### src/rtl/npc_pkg_ysyx.sv
// Shared definitions for the NPC multi-cycle sequencer: state encoding and the
// ebreak instruction word.
package npc_pkg_ysyx;

    localparam logic [3:0] ST_IDLE  = 4'd0;
    localparam logic [3:0] ST_FETCH = 4'd1;
    localparam logic [3:0] ST_FWAIT = 4'd2;
    localparam logic [3:0] ST_DEC   = 4'd3;
    localparam logic [3:0] ST_EXEC  = 4'd4;
    localparam logic [3:0] ST_MEM   = 4'd5;
    localparam logic [3:0] ST_MWAIT = 4'd6;
    localparam logic [3:0] ST_WB    = 4'd7;
    localparam logic [3:0] ST_HALT  = 4'd8;
    localparam logic [3:0] ST_ERR   = 4'd9;

    typedef enum logic [3:0] {
        S_IDLE  = ST_IDLE,
        S_FETCH = ST_FETCH,
        S_FWAIT = ST_FWAIT,
        S_DEC   = ST_DEC,
        S_EXEC  = ST_EXEC,
        S_MEM   = ST_MEM,
        S_MWAIT = ST_MWAIT,
        S_WB    = ST_WB,
        S_HALT  = ST_HALT,
        S_ERR   = ST_ERR
    } seqState_e;

    localparam logic [31:0] EBREAK_INSN = 32'h0010_0073;

    // States in which the sequencer is waiting on a memory handshake.
    function automatic logic isWaitState(input seqState_e s);
        return (s == S_FETCH) || (s == S_FWAIT) || (s == S_MEM) || (s == S_MWAIT);
    endfunction

endpackage

### src/rtl/bus_timer_ysyx.sv
// Bus-wait watchdog: counts cycles spent waiting on a memory handshake and
// flags the cycle in which the TO_MAX-th wait cycle elapses.
module bus_timer_ysyx #(
    parameter int TO_W   = 8,
    parameter int TO_MAX = 200
) (
    input  logic clk,
    input  logic rst,
    input  logic clr,
    input  logic en,
    output logic expired
);

    logic [TO_W-1:0] cnt;

    // Wait counter; a clear (state change) takes precedence over counting.
    always_ff @(posedge clk) begin
        if (rst || clr) begin
            cnt <= '0;
        end else if (en) begin
            cnt <= cnt + 1'b1;
        end
    end

    // cnt holds the number of earlier wait cycles, so this is the TO_MAX-th one.
    assign expired = en && (cnt == TO_W'(TO_MAX - 1));

endmodule

### src/rtl/cpu_seq_ctrl_ysyx.sv
// Multi-cycle sequencer for the NPC core: steps each instruction through
// FETCH/DECODE/EXEC/MEM/WB, drives the per-phase strobes, watches for bus
// hangs and counts retired instructions.
module cpu_seq_ctrl_ysyx
    import npc_pkg_ysyx::*;
#(
    parameter int TO_W   = 8,
    parameter int TO_MAX = 200
) (
    input  logic        clk,
    input  logic        rst,
    output logic        imem_req,
    input  logic        imem_gnt,
    input  logic        imem_rvalid,
    output logic        ir_we,
    input  logic        dec_regwr,
    input  logic        dec_memtoreg,
    input  logic        dec_memwr,
    input  logic        dec_ebreak,
    output logic        dmem_req,
    output logic        dmem_we,
    input  logic        dmem_gnt,
    input  logic        dmem_rvalid,
    output logic        rf_we,
    output logic        pc_we,
    output logic        halt,
    output logic        bus_err,
    output logic [31:0] instret
);

    seqState_e state, nextState;
    logic      toExpired;
    logic      retire;

    bus_timer_ysyx #(
        .TO_W   (TO_W),
        .TO_MAX (TO_MAX)
    ) uTimer (
        .clk     (clk),
        .rst     (rst),
        .clr     (nextState != state),
        .en      (isWaitState(state)),
        .expired (toExpired)
    );

    // WB retires normally; the ebreak itself retires on the way into HALT.
    assign retire = (state == S_WB) || ((state == S_EXEC) && (nextState == S_HALT));

    // State register and the sticky status / retire counter.
    always_ff @(posedge clk) begin
        if (rst) begin
            state   <= S_IDLE;
            instret <= '0;
            halt    <= 1'b0;
            bus_err <= 1'b0;
        end else begin
            state <= nextState;
            if (retire) instret <= instret + 32'd1;
            if (nextState == S_HALT) halt <= 1'b1;
            if (nextState == S_ERR) bus_err <= 1'b1;
        end
    end

    // Next-state and strobe decode; a handshake in the expiry cycle still wins.
    always_comb begin
        nextState = state;
        imem_req  = 1'b0;
        ir_we     = 1'b0;
        dmem_req  = 1'b0;
        dmem_we   = 1'b0;
        rf_we     = 1'b0;
        pc_we     = 1'b0;
        unique case (state)
            S_IDLE: nextState = S_FETCH;
            S_FETCH: begin
                imem_req = 1'b1;
                if (imem_gnt) begin
                    if (imem_rvalid) begin
                        ir_we     = 1'b1;
                        nextState = S_DEC;
                    end else begin
                        nextState = S_FWAIT;
                    end
                end else if (toExpired) begin
                    nextState = S_ERR;
                end
            end
            S_FWAIT: begin
                if (imem_rvalid) begin
                    ir_we     = 1'b1;
                    nextState = S_DEC;
                end else if (toExpired) begin
                    nextState = S_ERR;
                end
            end
            S_DEC: nextState = S_EXEC;
            S_EXEC: begin
                if (dec_ebreak)                      nextState = S_HALT;
                else if (dec_memtoreg && dec_memwr)  nextState = S_ERR;
                else if (dec_memtoreg || dec_memwr)  nextState = S_MEM;
                else                                 nextState = S_WB;
            end
            S_MEM: begin
                dmem_req = 1'b1;
                dmem_we  = dec_memwr;
                if (dmem_gnt) begin
                    // Stores need no response; loads may get data with the grant.
                    if (dec_memwr || dmem_rvalid) nextState = S_WB;
                    else                          nextState = S_MWAIT;
                end else if (toExpired) begin
                    nextState = S_ERR;
                end
            end
            S_MWAIT: begin
                if (dmem_rvalid)    nextState = S_WB;
                else if (toExpired) nextState = S_ERR;
            end
            S_WB: begin
                rf_we     = dec_regwr;
                pc_we     = 1'b1;
                nextState = S_FETCH;
            end
            S_HALT: nextState = S_HALT;
            S_ERR:  nextState = S_ERR;
            default: nextState = S_ERR;
        endcase
    end

endmodule
### config.mk
export PLATFORM = sky130hd
export DESIGN_NAME = cpu_seq_ctrl_ysyx
export DESIGN_NICKNAME = d
export VERILOG_FILES = /design/src/rtl/npc_pkg_ysyx.sv /design/src/rtl/bus_timer_ysyx.sv /design/src/rtl/cpu_seq_ctrl_ysyx.sv
export SDC_FILE = /design/constraint.sdc
export NUM_CORES = 1
export LEC_CHECK = 0
export CAP_MARGIN = 20
export CORE_MARGIN = 2
export CORE_UTILIZATION = 41
export DETAILED_ROUTE_END_ITERATION = 8
export PLACE_DENSITY = 0.66
export SLEW_MARGIN = 0
export SYNTH_ARGS = -nofsm -noshare
export SYNTH_HDL_FRONTEND = slang
export SYNTH_HIERARCHICAL = 1
export SYNTH_SLANG_ARGS = --single-unit
export TNS_END_PERCENT = 5
### constraint.sdc
create_clock -name clk -period 3.6 [get_ports clk]
set_clock_uncertainty 0.05 [all_clocks]
set_input_delay 0.72 -clock clk [delete_from_list [all_inputs] [get_ports clk]]
set_output_delay 0.72 -clock clk [all_outputs]
set_load 0.05 [all_outputs]
==> flow_summary.toml <==
[status]
status = "complete, no violations"

[global_route]
grt_pass1_wl_mm = 10.3
grt_pass1_vias = 2272
track_usage_pct = 19.2
grt_max_degree = 38
antenna_found_initial = 0
overflow = 0

[sta]
worst_pin_slew_ns = 0.522
fmax_mhz = 316
timing.setup.tns_ns = 0
hold_violations = 0
slew_violations = 0
slew_headroom_pct = 65.1
setup_viol = 0
period_share_pct = 87.9
period_needed_ns = 3.16
whs_ns = 0.403
timing.final.ws_setup_ns = 0.437
rsz0062_at_grt = "false"

[clock_tree]
cts_resized = 0
cts_buffers = 5
cts_setup_buffers = 0
htreeDepth = 2
clockBufferDepth = 2
clkLatencyLatePin_ns = 0.29
root_buffer = "clkbuf_8"
ctsHoldBuffers = 0
cts_tree = "done"
clock-sinks = 46
path_clk_slew_ns = 0.09

[worst_setup_path]
crit_top_cell = "clkdlybuf4s50_1"
crit_path_start_kind = "input pin"
cp_cell_sequence = "clkdlybuf4s50_1, inv_1, nor4_1, clkdlybuf4s50_1"
cp.arrival_ns = 2.39
endpoint_kind = "output pin"
required_ns = 2.83
r2r_slack_ns = 0.79
crit_fanout = 4
critPathKind = "input pin to output pin"
slowest_delay_ns = 0.85
rr_worst_depth = 11
crit_path_top_delay_cell = "clkdlybuf4s50_1"

[worst_hold_path]
hold_path_depth = 2
hp-class = "flop to flop"

[yosys]
synth_top_family_by_area = "simple AND/OR/NAND/NOR gates"
avgSynthCellArea_um2 = 8.27
yosysUniqueCellTypes = 54
synthAdderAreaFrac_pct = 1.02
syn_inst = 298
synth-seq-cells = 46
yosys-mux-area-fraction_pct = 0.812
ys_async_sr_fraction_pct = 0
synth_ff_type = "dfxtp_1"
ys_seq_area_share_pct = 37.4
mappedNetlistArea_um2 = 2460
synth_edf_count = 0
syn_nets = 310
yosys.area_share.xor_xnor_pct = 9.95
synthSimpleGateAreaFrac_pct = 31.5
ys.warnings.count = 6
synth_compound_area_share_pct = 14.8

[layout]
fin_nets = 358
layout_common_cells = "clkdlybuf4s50_1, dfxtp_1, nor2_1"
drive_gt1_share_pct = 6.92
diodes = 0
syn_to_final_growth_pct = 28.0
mostFrequentLayoutCell = "clkdlybuf4s50_1"

[place]
place_congestion = 0.925
preCtsSetupSlack_ns = 0.435
io_buffers = 49
dp_hpwl_mm = 4.24

[route]
via_count = 2338
drc = 0
firstDrtPassIters = 5
drt_wl_total_mm = 5.99
viasPerCell = 5.54
wire_per_inst_um = 14.2
antenna_left = 0
dr.first_iter.drc_count = 112

[floorplan]
die_y_um = 81.5
fp.coreArea_um2 = 5850
rows = 28
initial_utilization_pct = 42.1
dieArea_um2 = 6650
die_x_um = 81.5
ios = 50

[pwr]
seqPwrFrac_pct = 49.3
switchingPower_uw = 279
comb_power_share_pct = 15.4
p_clk_share_pct = 35.4
swShare_pct = 26.1
cell_internal_pwr_uw = 789
p_leak_uw = 0.00103
ir_drop_v = 0.000232
cellPowerDensity_nw_per_um2 = 339

[job]
maxCapViolCount = 0
registers in the layout, indices dropped and copies added, names as in the netlist:
signal,flops
halt,1
bus_err,1
uTimer/cnt,8
instret,32
state,4
worst paths after layout:
| path | from | to |
|---|---|---|
| setup reg to reg | state[0] | uTimer/cnt[7] |
| setup / recovery | imem_rvalid | ir_we |
| hold reg to reg | halt | halt |
| hold / removal | halt | halt |
stage by stage:
stage,total power [uW],cells,area [um^2],util (%)
2_1_floorplan,656,298,2470,-
3_3_place_gp,699,414,3040,52.0
3_5_place_dp,700,414,3040,52.0
4_1_cts,1080,422,3150,53.9
5_1_grt,1120,422,3150,53.9
6_report,1070,422,3150,53.9
cell families (layout without fill, tap and decap cells):
kind of cell	after synthesis	after routing
and+or+nand+nor	141	141
AOI/OAI and AO/OA	52	52
DFF	46	46
xor gates and xnor gates	28	28
buffers and inverters	27	76
adders and majority gates	2	2
muxes	2	2
worst max-delay path, delay by kind of cell:
kind / cells / cell delay, ns
buf+inv: 3 / 1.44
simple gates: 1 / 0.23
area by class of cell:
cell class / instances / area, um^2
Inverter: 11 / 41.3
Clock buffer: 6 / 72.6
Fill cell: 572 / 2700
Sequential cell: 46 / 921
Multi-Input combinational cell: 225 / 1440
Clock inverter: 2 / 37.5
Tap cell: 75 / 93.8
Timing Repair Buffer: 57 / 551
power by group through the flow:
stage | logic [uW] | registers (uW) | clock network [uW]
final | 164 | 526 | 378
after global routing | 182 | 528 | 409
after CTS | 163 | 526 | 388
after detailed placement | 162 | 538 | 0
after global placement | 162 | 538 | 0
after floorplan | 121 | 536 | 0
Yosys cell counts, types with 2 or more instances:
master	instances	share of area [%]
dfxtp_1	46	37
nor2_1	41	6.2
xor2_1	24	8.5
nand2_1	18	2.7
nand4_1	17	4.3
a21oi_1	16	3.2
clkbuf_1	13	2.0
inv_1	11	1.7
o21ai_0	11	2.2
nand3_1	10	2.0
or3_1	7	1.8
nor3b_1	6	1.8
and3_1	5	1.3
nor2b_1	5	1.3
nor3_1	5	1.0
or4_1	5	1.5
nand2b_1	4	1.0
o31ai_1	4	1.2
xnor2_1	4	1.4
and2_1	3	0.76
a311oi_1	2	0.71
a31oi_1	2	0.51
and4_1	2	0.71
ha_1	2	1.0
mux2i_1	2	0.81
nor4bb_1	2	0.81
o211ai_1	2	0.61
o21a_1	2	0.61
o311ai_0	2	0.71
layer usage:
| metal | wire length, um | share of wire [%] | global-route usage (%) |
|---|---|---|---|
| met1 | 2840 | 47 | 25.5 |
| met2 | 2800 | 47 | 31.8 |
| met3 | 274 | 4.6 | 3.41 |
| met4 | 73 | 1.2 | 5.76 |
| met5 | 0 | 0 | 0 |
(Power assumes the default switching activity.)
